File: config.mk
export PLATFORM = sky130hd
export DESIGN_NAME = rotate_addr_gen
export DESIGN_NICKNAME = d
export VERILOG_FILES = /design/src/rtl/rotate_pkg.sv /design/src/rtl/rotate_coord_map.sv /design/src/rtl/rotate_addr_gen.sv
export SDC_FILE = /design/constraint.sdc
export NUM_CORES = 1
export LEC_CHECK = 0
export ABC_AREA = 1
export ABC_CLOCK_PERIOD_IN_PS = 5900
export BUFFER_PORTS_ARGS = -buffer_cell sky130_fd_sc_hd__buf_2
export CELL_PAD_IN_SITES_DETAIL_PLACEMENT = 1
export CELL_PAD_IN_SITES_GLOBAL_PLACEMENT = 2
export CORE_ASPECT_RATIO = 0.9
export CORE_MARGIN = 3
export CORE_UTILIZATION = 39
export DETAILED_ROUTE_END_ITERATION = 10
export PLACE_DENSITY = 0.93
export RECOVER_POWER = 100
export SYNTH_ARGS = -nofsm -noshare
export SYNTH_HDL_FRONTEND = slang
export SYNTH_SLANG_ARGS = --single-unit
File: constraint.sdc
create_clock -name clk_in -period 5.9 [get_ports clk_in]
set_input_delay 1.18 -clock clk_in [delete_from_list [all_inputs] [get_ports clk_in]]
set_output_delay 1.18 -clock clk_in [all_outputs]
set_load 0.005 [all_outputs]
File: src/rtl/rotate_pkg.sv
// Shared types and constants for the rotating frame-buffer address generator.
package rotate_pkg;

  typedef enum logic [1:0] {
    ROT_0   = 2'd0,
    ROT_90  = 2'd1,
    ROT_180 = 2'd2,
    ROT_270 = 2'd3
  } rot_mode_t;

  typedef struct packed {
    logic      mirror;
    rot_mode_t rot;
  } mode_t;

  localparam int unsigned PIPE_LATENCY = 3;

endpackage

File: src/rtl/rotate_coord_map.sv
// Combinational operand selector: maps a raster coordinate and mode to
// row term, row stride and column term so that address = row*stride + col.
module rotate_coord_map
  import rotate_pkg::*;
#(
  parameter int unsigned IN_W     = 107,
  parameter int unsigned IN_H     = 80,
  parameter int unsigned ADDR_W   = 17,
  parameter int unsigned HCOUNT_W = 11,
  parameter int unsigned VCOUNT_W = 10
) (
  input  logic [HCOUNT_W-1:0] hcount,
  input  logic [VCOUNT_W-1:0] vcount,
  input  mode_t               mode,
  output logic                in_range,
  output logic [ADDR_W-1:0]   row,
  output logic [ADDR_W-1:0]   stride,
  output logic [ADDR_W-1:0]   col
);

  localparam logic [ADDR_W-1:0] W_MAX = ADDR_W'(IN_W - 1);
  localparam logic [ADDR_W-1:0] H_MAX = ADDR_W'(IN_H - 1);
  localparam logic [ADDR_W-1:0] W_K   = ADDR_W'(IN_W);
  localparam logic [ADDR_W-1:0] H_K   = ADDR_W'(IN_H);

  logic [ADDR_W-1:0] h_a;
  logic [ADDR_W-1:0] v_a;
  logic [ADDR_W-1:0] h_m;

  assign in_range = (32'(hcount) < IN_W) && (32'(vcount) < IN_H);

  // Out-of-range coordinates skip the subtractions entirely and yield zeros.
  always_comb begin
    h_a    = '0;
    v_a    = '0;
    h_m    = '0;
    row    = '0;
    col    = '0;
    stride = (mode.rot == ROT_90 || mode.rot == ROT_270) ? H_K : W_K;
    if (in_range) begin
      h_a = ADDR_W'(hcount);
      v_a = ADDR_W'(vcount);
      h_m = mode.mirror ? (W_MAX - h_a) : h_a;
      unique case (mode.rot)
        ROT_0: begin
          row = v_a;
          col = h_m;
        end
        ROT_90: begin
          row = W_MAX - h_m;
          col = v_a;
        end
        ROT_180: begin
          row = H_MAX - v_a;
          col = W_MAX - h_m;
        end
        ROT_270: begin
          row = h_m;
          col = H_MAX - v_a;
        end
        default: begin
          row = '0;
          col = '0;
        end
      endcase
    end
  end

endmodule

File: src/rtl/rotate_addr_gen.sv
// Three-stage raster-to-frame-buffer address generator with rotation/mirror,
// mode latched only at frame start so frames never tear.
module rotate_addr_gen
  import rotate_pkg::*;
#(
  parameter int unsigned IN_W     = 107,
  parameter int unsigned IN_H     = 80,
  parameter int unsigned PIXEL_W  = 1,
  parameter int unsigned ADDR_W   = 17,
  parameter int unsigned HCOUNT_W = 11,
  parameter int unsigned VCOUNT_W = 10
) (
  input  logic                clk_in,
  input  logic                rst_n_in,
  input  logic [HCOUNT_W-1:0] hcount_in,
  input  logic [VCOUNT_W-1:0] vcount_in,
  input  logic                data_valid_in,
  input  logic [PIXEL_W-1:0]  pixel_in,
  input  logic [1:0]          rot_mode_in,
  input  logic                mirror_in,
  output logic [PIXEL_W-1:0]  pixel_out,
  output logic [ADDR_W-1:0]   pixel_addr_out,
  output logic                data_valid_out,
  output logic                in_range_out,
  output logic                frame_start_out,
  output logic [2:0]          active_mode_out
);

  if (longint'(IN_W) * longint'(IN_H) > (64'd1 << ADDR_W)) begin : g_addr_w_check
    $error("rotate_addr_gen: ADDR_W too small for IN_W*IN_H");
  end

  mode_t             active_mode;
  mode_t             mode_next;
  logic              frame_start;
  logic              map_range;
  logic [ADDR_W-1:0] map_row;
  logic [ADDR_W-1:0] map_stride;
  logic [ADDR_W-1:0] map_col;

  logic [ADDR_W-1:0]  s1_row;
  logic [ADDR_W-1:0]  s1_stride;
  logic [ADDR_W-1:0]  s1_col;
  logic               s1_valid;
  logic               s1_range;
  logic               s1_fs;
  logic [PIXEL_W-1:0] s1_pix;

  logic [ADDR_W-1:0]  s2_prod;
  logic [ADDR_W-1:0]  s2_col;
  logic               s2_valid;
  logic               s2_range;
  logic               s2_fs;
  logic [PIXEL_W-1:0] s2_pix;

  assign frame_start = data_valid_in && (hcount_in == '0) && (vcount_in == '0);

  // Stage 1 sees the mode being loaded on this edge, so a frame's first pixel uses it.
  always_comb begin
    mode_next = active_mode;
    if (frame_start) begin
      mode_next.mirror = mirror_in;
      mode_next.rot    = rot_mode_t'(rot_mode_in);
    end
  end

  rotate_coord_map #(
    .IN_W     (IN_W),
    .IN_H     (IN_H),
    .ADDR_W   (ADDR_W),
    .HCOUNT_W (HCOUNT_W),
    .VCOUNT_W (VCOUNT_W)
  ) u_map (
    .hcount   (hcount_in),
    .vcount   (vcount_in),
    .mode     (mode_next),
    .in_range (map_range),
    .row      (map_row),
    .stride   (map_stride),
    .col      (map_col)
  );

  always_ff @(posedge clk_in or negedge rst_n_in) begin
    if (!rst_n_in) begin
      active_mode     <= '0;
      s1_row          <= '0;
      s1_stride       <= '0;
      s1_col          <= '0;
      s1_valid        <= 1'b0;
      s1_range        <= 1'b0;
      s1_fs           <= 1'b0;
      s1_pix          <= '0;
      s2_prod         <= '0;
      s2_col          <= '0;
      s2_valid        <= 1'b0;
      s2_range        <= 1'b0;
      s2_fs           <= 1'b0;
      s2_pix          <= '0;
      pixel_addr_out  <= '0;
      pixel_out       <= '0;
      data_valid_out  <= 1'b0;
      in_range_out    <= 1'b0;
      frame_start_out <= 1'b0;
    end else begin
      active_mode     <= mode_next;

      s1_row          <= map_row;
      s1_stride       <= map_stride;
      s1_col          <= map_col;
      s1_valid        <= data_valid_in;
      s1_range        <= data_valid_in && map_range;
      s1_fs           <= frame_start;
      s1_pix          <= pixel_in;

      s2_prod         <= s1_row * s1_stride;
      s2_col          <= s1_col;
      s2_valid        <= s1_valid;
      s2_range        <= s1_range;
      s2_fs           <= s1_fs;
      s2_pix          <= s1_pix;

      pixel_addr_out  <= s2_prod + s2_col;
      pixel_out       <= s2_pix;
      data_valid_out  <= s2_valid;
      in_range_out    <= s2_range;
      frame_start_out <= s2_fs;
    end
  end

  assign active_mode_out = active_mode;

endmodule

==> out/metrics.csv, run 1 <==
stage,metric,value,unit
cts,cts.sinks,103,
run,drv_cap,1,
cts,cts_tree,built,
sta,grt_setup_unrepaired,false,
placement,gp_congestion,0.848,
worst_setup_path,end_kind,register,
sta,relSlewSlack,-1.80,
worst_setup_path,crit_chain,"nand2_1, inv_1, ha_1, fa_1, ha_1, fa_1, ha_1, inv_1, fa_1, inv_1, ha_1, a21oi_1, o21ai_0, nor2_1, o21ai_0, a21o_1, a21oi_1, xor2_1",
cts,cts_root_buffer,clkbuf_16,
worst_setup_path,critPathKind,register to register,
sta,fin_worst_skew,0.00939,ns
drt,drcViolationCount,0,
placement,port_buffers,51,
cts,cts_buffer_depth,2,
global_routing,antenna_found_initial,0,
cells_and_area,n_antenna_cell,0,
worst_setup_path,timing.rr.end,s2_prod[16],
worst_setup_path,start_kind,register,
worst_setup_path,crit_slowest_cell,dfrtp_1,
global_routing,overflow,0,
min_path,hold_start,s1_col[4],
placement,dp_hpwl,15500,µm
pwr,power.leakage,5.15,nW
worst_setup_path,cp_top_family,adder cells,
drt,drtPass1Iterations,4,
worst_setup_path,cpPeakStageDelay,0.69,ns
worst_setup_path,rr_worst_depth,18,
synth,synthesis.nets,1048,
sta,slew_violations,82,
floorplan,io_pins,52,
sta,setup_violations,0,
worst_setup_path,r2r-start,s1_stride[5],
cells_and_area,mostFrequentLayoutCell,inv_1,
drt,vias,5901,
sta,worst_pin_slew,4.19,ns
cts,postCtsSetupBuffers,0,
cts,cts_resized,0,
floorplan,start_util,0.405,
worst_setup_path,critical_path_buf_inv_count,3,
cts,cts_buffers,9,
worst_setup_path,critPathRequiredTime,6.17,ns
global_routing,grt_pass1_wl,31900,µm
synth,avgSynthCellArea,8.84,µm²
placement,place_area,8360,µm²
sta,fmax,192,MHz
worst_setup_path,cp.arrival,5.49,ns
drt,wl,18700,µm
min_path,hold_class,register to register,
synth,synth_seq_cells,103,
synth,ys.flop_type,dfrtp_1,
cells_and_area,fin_area,8620,µm²
pwr,p_total,1.49,mW
floorplan,fp-row-count,48,
worst_setup_path,crit_top_cell,ha_1,
status,failed_checks,"max-capacitance violations, max-slew violations",
pwr,vdd_drop_max,0.121,mV
synth,netlist_area,7910,µm²
sta,setup_tns,0,ns
sta,hold_violations,0,
cts,clk_pin_slew_worst_paths,0.07,ns
floorplan,die_y,141,µm
status,status,"complete, but fails checks",
cells_and_area,drive_gt1_frac,0.122,
global_routing,grt_max_degree,82,
drt,drtIter0Drc,253,
floorplan,chipWidth,156,µm
cells_and_area,nets,1094,
worst_setup_path,rrSetupSlack,0.68,ns
drt,viasPerCell,4.93,
cells_and_area,final_cell_mix,"173 x inv_1, 143 x nand2_1, 103 x dfrtp_1",
global_routing,grt_usage,0.182,
pwr,powerDensity,173,nW/µm²
drt,wl_per_cell,15.7,µm
worst_setup_path,cp_max_fo,17,
global_routing,first_global_vias,6393,
synth,yosys_warnings,0,
drt,postRouteAntennaNets,0,
floorplan,core_area,19500,µm²
sta,min_period,5.22,ns
synth,synthDistinctLibCells,53,
worst_setup_path,cp.depth,18,
synth,ys_seq_area_frac,0.326,
synth,synthCells,895,
synth,ys_async_sr_fraction,1.00,
worst_setup_path,crit_path_start,s1_stride[5],
synth,synth_edf_count,0,
cts,cts.htree.levels,3,
sta,fin_crit_sh,0.885,
cells_and_area,syn2layout_area_growth,8.97,%
worst_setup_path,critPathCapture,s2_prod[16],
cts,postCtsHoldBufs,0,
cells_and_area,final_util,0.442,
floorplan,die_area,22000,µm²
cts,clk_latency,0.35,ns
==> registers in the layout (all words and copies together), names as in the netlist, 3 cells and up <==
name             flops
pixel_addr_out      17
s1_col              17
s1_row              17
s2_col              17
s2_prod             17
active_mode_out      3
s1_stride            3
==> logic make-up (layout without fill, tap and decap cells) <==
group	Yosys count	after routing	synth area share
other	1	1	0.000474
flip-flops	103	103	0.326
adder cells (fa/ha/maj)	125	125	0.236
XOR/XNOR	57	57	0.0631
buffers and inverters	202	253	0.107
AND/OR/NAND/NOR	277	277	0.175
AO/OA/AOI/OAI	130	130	0.0933
==> layout make-up <==
class                   instances  area, µm²
clock buffers                  12        246
clock inverters                 4       76.3
fillers                      2320      10900
inverters                     185        703
multi-input cells             590       4450
flip-flops and latches        103       2580
well taps                     250        313
repair buffers                 52        248
==> power by group <==
group | internal [mW] | leakage, nW | total, mW | switching, mW
logic | 0.0408 | 3.58 | 0.137 | 0.0966
clock network | 0.385 | 0.153 | 0.641 | 0.256
registers | 0.710 | 1.41 | 0.712 | 0.00240
total | 1.14 | 5.15 | 1.49 | 0.355
==> worst min path at each step <==
stage / endpoint / slack (ns) / depth (start not counted)
5_1_grt: s2_col[3] / 0.35 / 0
3_5_place_dp: s2_col[4] / 0.34 / 0
2_1_floorplan: data_valid_out / 0.33 / 0
3_3_place_gp: s2_col[12] / 0.33 / 0
4_1_cts: s2_col[4] / 0.34 / 0
6_report: s2_col[4] / 0.34 / 0
==> routing by layer <==
metal / GRT usage / up-vias / part of all wire
met4: 0.0617 / 0 / 0.011
met5: 0 / - / 0
met2: 0.315 / 83 / 0.50
li1: - / 2904 / -
met1: 0.236 / 2898 / 0.46
met3: 0.0193 / 16 / 0.027
==> cell usage after synthesis, types with 8 or more instances <==
master | count | area share
inv_1 | 171 | 0.081
nand2_1 | 141 | 0.067
nand2_2 | 17 | 0.013
fa_1 | 40 | 0.10
nor2_4 | 8 | 0.011
nand3_1 | 37 | 0.023
nand2_4 | 10 | 0.014
nor2_1 | 40 | 0.019
ha_1 | 85 | 0.13
inv_2 | 11 | 0.0052
xnor2_1 | 20 | 0.022
xor2_1 | 37 | 0.041
a21oi_1 | 65 | 0.041
dfrtp_1 | 103 | 0.33
o21ai_0 | 30 | 0.019
==> stage by stage <==
stage	hold slack, ns	setup slack [ns]	cells
floorplan	0.331	1.22	895
global placement	0.331	0.905	1180
detailed placement	0.336	0.692	1180
CTS	0.343	0.674	1196
global route	0.353	0.268	1196
finish	0.344	0.681	1196
Power figures use the tool's default switching activity.
==> inputs of run 2 (changes only) <==
--- a/config.mk
+++ b/config.mk
@@ -10,7 +10,7 @@
 export BUFFER_PORTS_ARGS = -buffer_cell sky130_fd_sc_hd__buf_2
 export CELL_PAD_IN_SITES_DETAIL_PLACEMENT = 1
 export CELL_PAD_IN_SITES_GLOBAL_PLACEMENT = 2
-export CORE_ASPECT_RATIO = 0.9
+export CORE_ASPECT_RATIO = 1.1
 export CORE_MARGIN = 3
 export CORE_UTILIZATION = 39
 export DETAILED_ROUTE_END_ITERATION = 10
==> run 2 against run 1 <==
The run still ends with max-capacitance violations, max-slew violations left. Via count fell by 1.5%. Register-to-register slack improved by 0.08 ns. Highest routed layer unchanged. Combinational power barely moved. Clock-buffer cell count fell by 3.
==> out/metrics.csv, run 2 (same netlist as run 1, synthesis figures left out) <==
stage,metric,value,unit,change
worst_setup_path,critPathCapture,s1_col[7],,was s2_prod[16]
pwr,switching_share,0.266,,was 0.238
status,status,"complete, but fails checks",,unchanged
cts,cts_buffer_depth,2,,unchanged
pwr,intPower,1.05,mW,was 1.14 mW
sta,setup_violations,0,,unchanged
floorplan,die_area,22000,µm²,about the same
pwr,p_sw,0.379,mW,was 0.355 mW
global_routing,antenna_found_initial,1,,was 0
cts,clk_pin_slew_worst_paths,0.07,ns,about the same
cells_and_area,mostFrequentLayoutCell,inv_1,,unchanged
worst_setup_path,cp.arrival,5.51,ns,was 5.49 ns
pwr,power_frac_comb,0.094,,was 0.092
worst_setup_path,r2r-start,s1_stride[5],,unchanged
sta,slew_violations,50,,was 82
floorplan,start_util,0.398,,was 0.405
drt,postRouteAntennaNets,0,,unchanged
floorplan,io_pins,52,,unchanged
floorplan,fp-row-count,54,,was 48
drt,wl_per_cell,15.4,µm,was 15.7 µm
drt,vias,5813,,"was 5,901"
drt,drcViolationCount,0,,unchanged
floorplan,chipWidth,142,µm,was 156 µm
floorplan,core_area,19900,µm²,"was 19,500 µm²"
cells_and_area,fillers,2383,,"was 2,320"
placement,port_buffers,51,,unchanged
cts,postCtsHoldBufs,0,,unchanged
worst_setup_path,critPathRequiredTime,6.13,ns,was 6.17 ns
pwr,p_clk_frac,0.407,,was 0.430
pwr,p_total,1.42,mW,was 1.49 mW
cells_and_area,final_util,0.432,,was 0.442
placement,preCtsSetupSlack,0.721,ns,was 0.692 ns
status,failed_checks,"max-capacitance violations, max-slew violations",,unchanged
run,drv_cap,1,,unchanged
placement,dp_hpwl,15100,µm,"was 15,500 µm"
sta,grt_setup_unrepaired,false,,unchanged
sta,holdWs,0.346,ns,was 0.344 ns
sta,relSlewSlack,-0.621,,was -1.80
cts,postCtsSetupBuffers,0,,unchanged
cts,cts_root_buffer,clkbuf_16,,unchanged
floorplan,die_y,155,µm,was 141 µm
sta,fin_worst_skew,0.0111,ns,was 0.00939 ns
drt,viasPerCell,4.85,,was 4.93
drt,drtIter0Drc,209,,was 253
sta,hold_violations,0,,unchanged
worst_setup_path,rrSetupSlack,0.76,ns,was 0.68 ns
cts,clk_latency,0.36,ns,was 0.35 ns
pwr,power.leakage,5.13,nW,was 5.15 nW
drt,drtPass1Iterations,4,,unchanged
cts,cts_buffers,9,,unchanged
cts,cts.htree.levels,3,,unchanged
cells_and_area,final_cell_mix,"173 x inv_1, 144 x nand2_1, 103 x dfrtp_1",,"was 173 x inv_1, 143 x nand2_1, 103 x dfrtp_1"
cts,cts_tree,built,,unchanged
sta,setup_tns,0,ns,unchanged
cts,cts_resized,0,,unchanged
worst_setup_path,cp_max_fo,18,,was 17
global_routing,first_global_vias,6378,,"was 6,393"
sta,fin_ws,0.618,ns,was 0.681 ns
sta,fin_crit_sh,0.895,,was 0.885
placement,gp_congestion,0.852,,was 0.848
cells_and_area,syn2layout_area_growth,8.45,%,was 8.97%
cells_and_area,nets,1094,,unchanged
worst_setup_path,timing.rr.end,s2_prod[16],,unchanged
sta,fmax,189,MHz,was 192 MHz
global_routing,grt_pass1_wl,31400,µm,"was 31,900 µm"
worst_setup_path,critPathKind,input port to register,,was register to register
worst_setup_path,crit_path_start,vcount_in[5],,was s1_stride[5]
cells_and_area,n_antenna_cell,0,,unchanged
worst_setup_path,rr_worst_depth,18,,unchanged
worst_setup_path,start_kind,input port,,was register
min_path,hold_class,register to register,,unchanged
pwr,vdd_drop_max,0.205,mV,was 0.121 mV
global_routing,grt_max_degree,56,,was 82
pwr,power_frac_seq,0.500,,was 0.478
cts,cts.sinks,103,,unchanged
sta,min_period,5.28,ns,was 5.22 ns
global_routing,overflow,0,,unchanged
global_routing,grt_usage,0.178,,was 0.182
sta,worst_pin_slew,2.43,ns,was 4.19 ns
drt,wl,18500,µm,"was 18,700 µm"
worst_setup_path,end_kind,register,,unchanged
pwr,powerDensity,166,nW/µm²,was 173 nW/µm²
cells_and_area,drive_gt1_frac,0.121,,was 0.122
[run 2: layer usage]
layer,vias to the layer above,global-route usage,wire [µm]
li1,2896,-,-
met1,2848,0.216,8120
met2,55,0.332,9740
met3,14,0.0246,439
met4,0,0.0416,175
met5,-,0,0
[run 2: how the worst min path moves through the flow]
stage | startpoint | end | slack, ns | cells past startpoint
2_1_floorplan | s2_valid | data_valid_out | 0.33 | 0
3_3_place_gp | s2_valid | data_valid_out | 0.33 | 0
3_5_place_dp | s2_range | in_range_out | 0.34 | 0
4_1_cts | s1_col[12] | s2_col[12] | 0.35 | 0
5_1_grt | s1_col[7] | s2_col[7] | 0.36 | 0
6_report | s1_col[12] | s2_col[12] | 0.35 | 0
[run 2: through the flow]
step	cells	instance area (µm²)
after floorplan	895	7910
after global placement	1182	8360
after detailed placement	1182	8360
after CTS	1198	8650
after global routing	1198	8580
final	1198	8580
[run 2: critical path, stage by stage]
cell and delay, ns:
clkbuf_1 0.10, inv_1 0.13, ha_1 0.27, nand2_1 0.08, inv_1 0.05, nand2_1 0.12, nor2_8 0.11, nand3_1 0.24
nand2_1 0.13, and2_0 0.81, clkinvlp_2 0.77, nor2_1 0.54, inv_1 0.32, nand2_2 0.39, a21oi_1 0.07, o21ai_0 0.09
inv_1 0.10
[run 2: power groups by stage]
stage / sequential (mW) / combinational, mW / clock [mW]
4_1_cts: 0.711 / 0.138 / 0.600
5_1_grt: 0.712 / 0.152 / 0.634
3_3_place_gp: 0.725 / 0.135 / 0
2_1_floorplan: 0.724 / 0.0861 / 0
3_5_place_dp: 0.725 / 0.137 / 0
6_report: 0.712 / 0.134 / 0.579
[run 2: layout make-up]
class | count | area [µm²] | share of cell area
multi-input combinational | 590 | 4440 | 0.518
sequential | 103 | 2580 | 0.301
inverter | 185 | 703 | 0.0820
tap | 252 | 315 | 0.0368
timing repair buffer | 52 | 245 | 0.0286
clock buffer | 9 | 225 | 0.0263
clock inverter | 7 | 66.3 | 0.00773
